<file path="src/rtl/avg_pkg.sv">
// Shared definitions for the avg_pipe streaming averager.
// Holds the default parameter values, the ceil-log2 helper and the
// derived width formulas used by the pipeline.
package avg_pkg;

    // Ceiling log2 that can be evaluated at elaboration time.
    function automatic int clog2(input int n);
        int r;
        r = 0;
        for (int i = 0; i < 31; i++) begin
            if ((1 << i) < n) begin
                r = i + 1;
            end
        end
        return r;
    endfunction

    localparam int AVG_WIDTH        = 16;
    localparam int AVG_NUM_IN       = 8;
    localparam int AVG_MAX_WIN_LOG2 = 4;

    // Tree depth, and the accumulator width that can hold a full window
    // of full-scale samples without overflow.
    localparam int AVG_LOG2N = clog2(AVG_NUM_IN);
    localparam int AVG_SUM_W = AVG_WIDTH + AVG_LOG2N + AVG_MAX_WIN_LOG2;

endpackage

</file>
<file path="src/rtl/avg_add_stage.sv">
// One registered level of the adder tree: sums PAIRS adjacent operand
// pairs and registers the results together with a valid bit.
// Ports:
//   i_clk    clock
//   i_rst    synchronous active-high reset (clears valid and data)
//   i_clr    synchronous flush (clears valid only)
//   i_hold   stall; all registers keep their value
//   i_valid  valid bit travelling with i_data
//   i_data   2*PAIRS operands of IN_W bits each
//   o_valid  registered valid
//   o_data   PAIRS registered sums of IN_W bits each
module avg_add_stage #(
    parameter int IN_W  = 16,
    parameter int PAIRS = 1
) (
    input  logic                    i_clk,
    input  logic                    i_rst,
    input  logic                    i_clr,
    input  logic                    i_hold,
    input  logic                    i_valid,
    input  logic [2*PAIRS*IN_W-1:0] i_data,
    output logic                    o_valid,
    output logic [PAIRS*IN_W-1:0]   o_data
);

    logic [PAIRS*IN_W-1:0] w_sum;

    // Operands are already sign-extended to the full width, so a plain
    // modular add is exact.
    always_comb begin
        w_sum = '0;
        for (int p = 0; p < PAIRS; p++) begin
            w_sum[p*IN_W +: IN_W] = i_data[(2*p)*IN_W +: IN_W]
                                  + i_data[(2*p+1)*IN_W +: IN_W];
        end
    end

    always_ff @(posedge i_clk) begin
        if (i_rst) begin
            o_valid <= 1'b0;
            o_data  <= '0;
        end else if (i_clr) begin
            o_valid <= 1'b0;
        end else if (!i_hold) begin
            o_valid <= i_valid;
            o_data  <= w_sum;
        end
    end

endmodule

</file>
<file path="src/rtl/avg_pipe.sv">
// Streaming signed averager. Each accepted beat carries NUM_IN signed
// samples; they are summed by a registered adder tree, accumulated over
// 2^win_log2 beats and divided by an arithmetic right shift.
// Pipeline: input register, LOG2N tree levels, window accumulator,
// output register (valid/ready).
// Optional feature: define AVG_ROUND_EN for round-half-up; otherwise the
// result is floored.
// Ports:
//   CLK, RST    clock, synchronous active-high reset
//   clr         flush partial window and in-flight data
//   win_log2    log2 of beats per output (clamped to MAX_WIN_LOG2)
//   in_valid/in_ready/in_data     input beat handshake
//   out_valid/out_ready/out_data  average handshake
module avg_pipe
    import avg_pkg::*;
#(
    parameter int WIDTH        = AVG_WIDTH,
    parameter int NUM_IN       = AVG_NUM_IN,
    parameter int MAX_WIN_LOG2 = AVG_MAX_WIN_LOG2
) (
    input  logic                                  CLK,
    input  logic                                  RST,
    input  logic                                  clr,
    input  logic [clog2(MAX_WIN_LOG2+1)-1:0]      win_log2,
    input  logic                                  in_valid,
    output logic                                  in_ready,
    input  logic [NUM_IN*WIDTH-1:0]               in_data,
    output logic                                  out_valid,
    input  logic                                  out_ready,
    output logic [WIDTH-1:0]                      out_data
);

    localparam int LOG2N = clog2(NUM_IN);
    localparam int SUM_W = WIDTH + LOG2N + MAX_WIN_LOG2;
    localparam int WIN_W = clog2(MAX_WIN_LOG2 + 1);
    localparam int CNT_W = (MAX_WIN_LOG2 < 1) ? 1 : MAX_WIN_LOG2;
    localparam int SH_W  = clog2(LOG2N + MAX_WIN_LOG2 + 1);

    logic                      w_stall;
    logic [NUM_IN*SUM_W-1:0]   w_ext;
    logic                      r_in_v;
    logic [NUM_IN*SUM_W-1:0]   r_in_data;
    logic signed [SUM_W-1:0]   w_tree;
    logic                      w_tree_v;
    logic [WIN_W-1:0]          w_win_in;
    logic [WIN_W-1:0]          w_win_eff;
    logic [CNT_W-1:0]          w_last;
    logic signed [SUM_W-1:0]   w_acc_next;
    logic signed [SUM_W-1:0]   w_rnd;
    logic signed [SUM_W-1:0]   r_acc;
    logic [CNT_W-1:0]          r_cnt;
    logic [WIN_W-1:0]          r_win_q;
    logic                      r_tot_v;
    logic signed [SUM_W-1:0]   r_tot;
    logic [SH_W-1:0]           r_tot_s;
    logic                      r_out_valid;
    logic [WIDTH-1:0]          r_out_data;

    assign w_stall   = r_out_valid && !out_ready;
    assign in_ready  = !w_stall && !RST;
    assign out_valid = r_out_valid;
    assign out_data  = r_out_data;

    always_comb begin
        w_ext = '0;
        for (int k = 0; k < NUM_IN; k++) begin
            w_ext[k*SUM_W +: SUM_W] = {{(SUM_W-WIDTH){in_data[k*WIDTH+WIDTH-1]}},
                                       in_data[k*WIDTH +: WIDTH]};
        end
    end

    always_ff @(posedge CLK) begin
        if (RST) begin
            r_in_v    <= 1'b0;
            r_in_data <= '0;
        end else if (clr) begin
            r_in_v    <= 1'b0;
        end else if (!w_stall) begin
            r_in_v    <= in_valid && in_ready;
            r_in_data <= w_ext;
        end
    end

    for (genvar j = 0; j < LOG2N; j++) begin : g_lvl
        localparam int P = NUM_IN >> (j + 1);
        logic [2*P*SUM_W-1:0] w_src;
        logic                 w_src_v;
        logic [P*SUM_W-1:0]   w_sum;
        logic                 w_sum_v;

        if (j == 0) begin : g_first
            assign w_src   = r_in_data;
            assign w_src_v = r_in_v;
        end else begin : g_next
            assign w_src   = g_lvl[j-1].w_sum;
            assign w_src_v = g_lvl[j-1].w_sum_v;
        end

        avg_add_stage #(
            .IN_W  (SUM_W),
            .PAIRS (P)
        ) u_stage (
            .i_clk   (CLK),
            .i_rst   (RST),
            .i_clr   (clr),
            .i_hold  (w_stall),
            .i_valid (w_src_v),
            .i_data  (w_src),
            .o_valid (w_sum_v),
            .o_data  (w_sum)
        );
    end

    assign w_tree   = g_lvl[LOG2N-1].w_sum;
    assign w_tree_v = g_lvl[LOG2N-1].w_sum_v;

    // The window length is taken live on the first beat of a window and
    // frozen in r_win_q for the rest of it.
    assign w_win_in   = (win_log2 > WIN_W'(MAX_WIN_LOG2)) ? WIN_W'(MAX_WIN_LOG2) : win_log2;
    assign w_win_eff  = (r_cnt == '0) ? w_win_in : r_win_q;
    assign w_last     = CNT_W'((32'd1 << w_win_eff) - 32'd1);
    assign w_acc_next = (r_cnt == '0) ? w_tree : r_acc + w_tree;

    always_ff @(posedge CLK) begin
        if (RST) begin
            r_acc   <= '0;
            r_cnt   <= '0;
            r_win_q <= '0;
            r_tot_v <= 1'b0;
            r_tot   <= '0;
            r_tot_s <= '0;
        end else if (clr) begin
            r_acc   <= '0;
            r_cnt   <= '0;
            r_tot_v <= 1'b0;
        end else if (!w_stall) begin
            r_tot_v <= 1'b0;
            if (w_tree_v) begin
                r_acc <= w_acc_next;
                if (r_cnt == '0) begin
                    r_win_q <= w_win_in;
                end
                if (r_cnt == w_last) begin
                    r_cnt   <= '0;
                    r_tot   <= w_acc_next;
                    r_tot_v <= 1'b1;
                    // Shift travels with the total so a new window cannot
                    // disturb it.
                    r_tot_s <= SH_W'(LOG2N) + SH_W'(w_win_eff);
                end else begin
                    r_cnt <= r_cnt + CNT_W'(1);
                end
            end
        end
    end

`ifdef AVG_ROUND_EN
    // Shift is never zero (NUM_IN >= 2), so the half-LSB term is defined.
    assign w_rnd = r_tot + (SUM_W'(1) << (r_tot_s - SH_W'(1)));
`else
    assign w_rnd = r_tot;
`endif

    always_ff @(posedge CLK) begin
        if (RST) begin
            r_out_valid <= 1'b0;
            r_out_data  <= '0;
        end else if (clr) begin
            r_out_valid <= 1'b0;
        end else if (!w_stall) begin
            r_out_valid <= r_tot_v;
            if (r_tot_v) begin
                r_out_data <= WIDTH'(w_rnd >>> r_tot_s);
            end
        end
    end

endmodule

</file>
<file path="config.mk">
export PLATFORM = sky130hd
export DESIGN_NAME = avg_pipe
export DESIGN_NICKNAME = d
export VERILOG_FILES = /design/src/rtl/avg_pkg.sv /design/src/rtl/avg_add_stage.sv /design/src/rtl/avg_pipe.sv
export SDC_FILE = /design/constraint.sdc
export NUM_CORES = 1
export LEC_CHECK = 0
export ABC_CLOCK_PERIOD_IN_PS = 3600
export BUFFER_PORTS_ARGS = -buffer_cell sky130_fd_sc_hd__buf_2
export CAP_MARGIN = 20
export CORE_UTILIZATION = 61
export DETAILED_ROUTE_END_ITERATION = 10
export GPL_TIMING_DRIVEN = 1
export PLACE_DENSITY = 0.81
export SKIP_CTS_REPAIR_TIMING = 1
export SLEW_MARGIN = 5
export SYNTH_ARGS = -nofsm -noshare
export SYNTH_HDL_FRONTEND = slang
export SYNTH_SLANG_ARGS = --single-unit
</file>
<file path="constraint.sdc">
create_clock -name CLK -period 3.6 [get_ports CLK]
set_input_delay 0.9 -clock CLK [delete_from_list [all_inputs] [get_ports CLK]]
set_output_delay 0.9 -clock CLK [all_outputs]
set_load 0.05 [all_outputs]
</file>
==> impl_metrics.toml <==
[sta]
finClkSkew_ns = 0.02050
finalMaxSlewViolations = 0
holdWs_ns = 0.4563
fin_tns_setup_ns = 0
layout_min_cycle_time_ns = 3.377
rsz0062_at_grt = "no"
hold_violations = 0
finalSetupViolCount = 0
clock.fmax_mhz = 296.1
finalCritPeriodShare_pct = 93.81
tightest_slew_ns = 1.022
max_slew_margin_pct = 31.74

[finish]
n_antenna_cell = 0
fin_cells = 3071
layout.nets = 2906
final_area_sq_um = 22740
layout-drive-gt1-share_pct = 10.65
syn2layout_area_growth_pct = 11.94

[clocking]
cts_max_level = 2
cts.sinks = 367
cts.clk_slew.worst_paths_ns = 0.06
cts_root_buffer = "clkbuf_16"
cts_tree = "done"
clockBufferDepth = 3
clkLatencyLatePin_ns = 0.53
numCtsBuffers = 40

[power_and_ir_drop]
peakVddDrop_uv = 384.3
leakage_nw = 9.892
power.density_nw_per_um2 = 422.0

[min_path]
hp-class = "flop to flop"

[die]
core_sq_um = 32620
die_area_sq_um = 34030
initial_core_util_pct = 62.27
die_height_microns = 184.5
rows = 66
fp.dieW_microns = 184.5
io_pins = 154

[setup_path]
slowest_stage = "a2111oi_4"
required_ns = 4.05
critPathMaxFanout = 5
start_kind = "flop"
path_cells = "ha_1, fa_1, a211oi_4, o21ai_2, nand2_4, nand3b_4, a2111oi_4, nor4_2, o31a_1, or4_4, a311oi_2"
arrival_ns = 3.82
critical_path_class = "flop to flop"
max_stage_delay_ns = 0.49
end_kind = "flop"

[run_status]
status = "completed"

[yosys]
synth.area.mux_share_pct = 3.684
synth_warnings = 0
ys_top_cells_by_count = "485 x nand2_1, 367 x dfxtp_1, 320 x a21oi_1"
synth-compound-area-share_pct = 21.92
avgSynthCellArea_sq_um = 8.076
synth.area.top_cells = "dfxtp_1 36%, ha_1 9.5%, nand2_1 9.0%"
synth_most_common_cell = "nand2_1"
yosys.area.top_type = "dfxtp_1"
synth_seq_cells = 367
synth-xor-area-share_pct = 4.484
ys.flop_type = "dfxtp_1"
synth_top_family_by_area = "compound AO/OA/AOI/OAI gates"
synth-edff-count = 0
synthAdderAreaFrac_pct = 10.34
syn_inst = 2515
syn_nets = 2814
netlist_area_sq_um = 20310
yosysSeqAreaShare_pct = 36.17
yosys.cell_types.count = 79
synth_top_area_share_pct = 36.17
synth-async-reset-ratio_pct = 0
synth-simple-area-share_pct = 19.68

[grt]
grt_pass1_vias = 17090
grt_remaining_overflow = 0
antenna_found_initial = 0
grt_max_degree = 167
grt_use_total_pct = 28.55
grt_first_pass_wirelength_microns = 80360

[place]
dp_hpwl_microns = 34960
dpl_cell_area_sq_um = 21460
portBuffers = 153
dp_cells = 3006
place_congestion = 0.9182

[route]
drt-pass1-iter-count = 5
ant_nets = 0
via_per_inst = 5.808
drc_errors = 0
finalWirelength_microns = 48550
wl_per_cell_microns = 15.81
drtIter0Drc = 1049
vias = 17840

[flow_run]
maxCapViolations = 0
==> area by class of cell <==
| class | count | area (sq um) |
|---|---|---|
| sequential | 367 | 7347 |
| clock buffer | 60 | 1177 |
| tap | 442 | 553.0 |
| fill | 2608 | 9881 |
| multi-input combinational | 1949 | 12240 |
| clock inverter | 4 | 60.06 |
| timing repair buffer | 185 | 1121 |
| inverter | 64 | 240.2 |
==> report_power, final <==
group          total [mW]  internal (mW)  switching [mW]
registers            4.41           4.27           0.139
logic                1.26          0.520           0.744
clock network        3.92           2.32            1.61
total                9.59           7.11            2.49
==> worst paths after layout <==
check / slack [ns] / endpoint / from / cells after the start
max: 0.22 / r_tot[22] / r_acc[0] / 11
min: 0.46 / g_lvl[0].u_stage.o_data[25] / g_lvl[0].u_stage.o_data[25] / 2
max reg2reg: 0.22 / r_tot[22] / r_acc[0] / 11
min reg2reg: 0.46 / g_lvl[0].u_stage.o_data[25] / g_lvl[0].u_stage.o_data[25] / 2
==> cells in the final DEF (no fill, tap or decap), types with 30 or more instances in the layout <==
master	count
clkbuf_16	42
o21a_1	41
o21ai_0	79
nor2_1	180
buf_2	152
inv_1	64
mux2i_1	59
nand2_1	485
nand3_1	43
xor2_1	42
a21o_1	71
dfxtp_1	367
xnor2_1	62
a21oi_1	320
nor3_1	30
a211oi_1	80
ha_1	155
==> metrics by stage <==
stage / power (mW) / worst slack (ns) / utilization [%]
after floorplan: 5.363 / 0.2851 / -
after global placement: 5.689 / 0.08252 / 65.79
after detailed placement: 5.735 / 0.02389 / 65.79
after CTS: 9.628 / 0.1096 / 69.59
after global routing: 9.985 / 0.01264 / 69.71
final: 9.595 / 0.2228 / 69.71
==> logic make-up (layout without fill, tap and decap cells) <==
logic type                 count (synthesis)  after routing
DFF                                      367            367
muxes                                     67             67
and+or+nand+nor                          902            902
xor gates and xnor gates                 104            104
buffers and inverters                    199            313
AOI/OAI and AO/OA                        713            713
adders and majority gates                163            163
==> flip-flops by register name (all words and copies together) (netlist names) <==
signal / count
r_tot: 23
g_lvl.u_stage.o_data: 161
out_valid: 1
g_lvl.w_src_v: 1
r_tot_s: 3
r_cnt: 4
r_acc: 23
r_win_q: 3
g_lvl.w_src: 128
g_lvl.u_stage.o_valid: 3
out_data: 16
r_tot_v: 1
==> per-layer routing <==
layer	vias up	part of all wire (%)	global-route usage, %
met2	441	48	50.23
met5	-	0	0
met1	8279	44	35.60
met3	90	4.6	3.379
met4	0	3.3	10.67
li1	9025	-	-
==> critical path: cells and delay by family (launching register included) <==
kind	cells	cell delay [ns]
and+or+nand+nor	4	0.81
DFF	1	0.31
adders and majority gates	2	0.69
AOI/OAI and AO/OA	5	1.49
No activity file was read; power rests on OpenSTA's default activity.
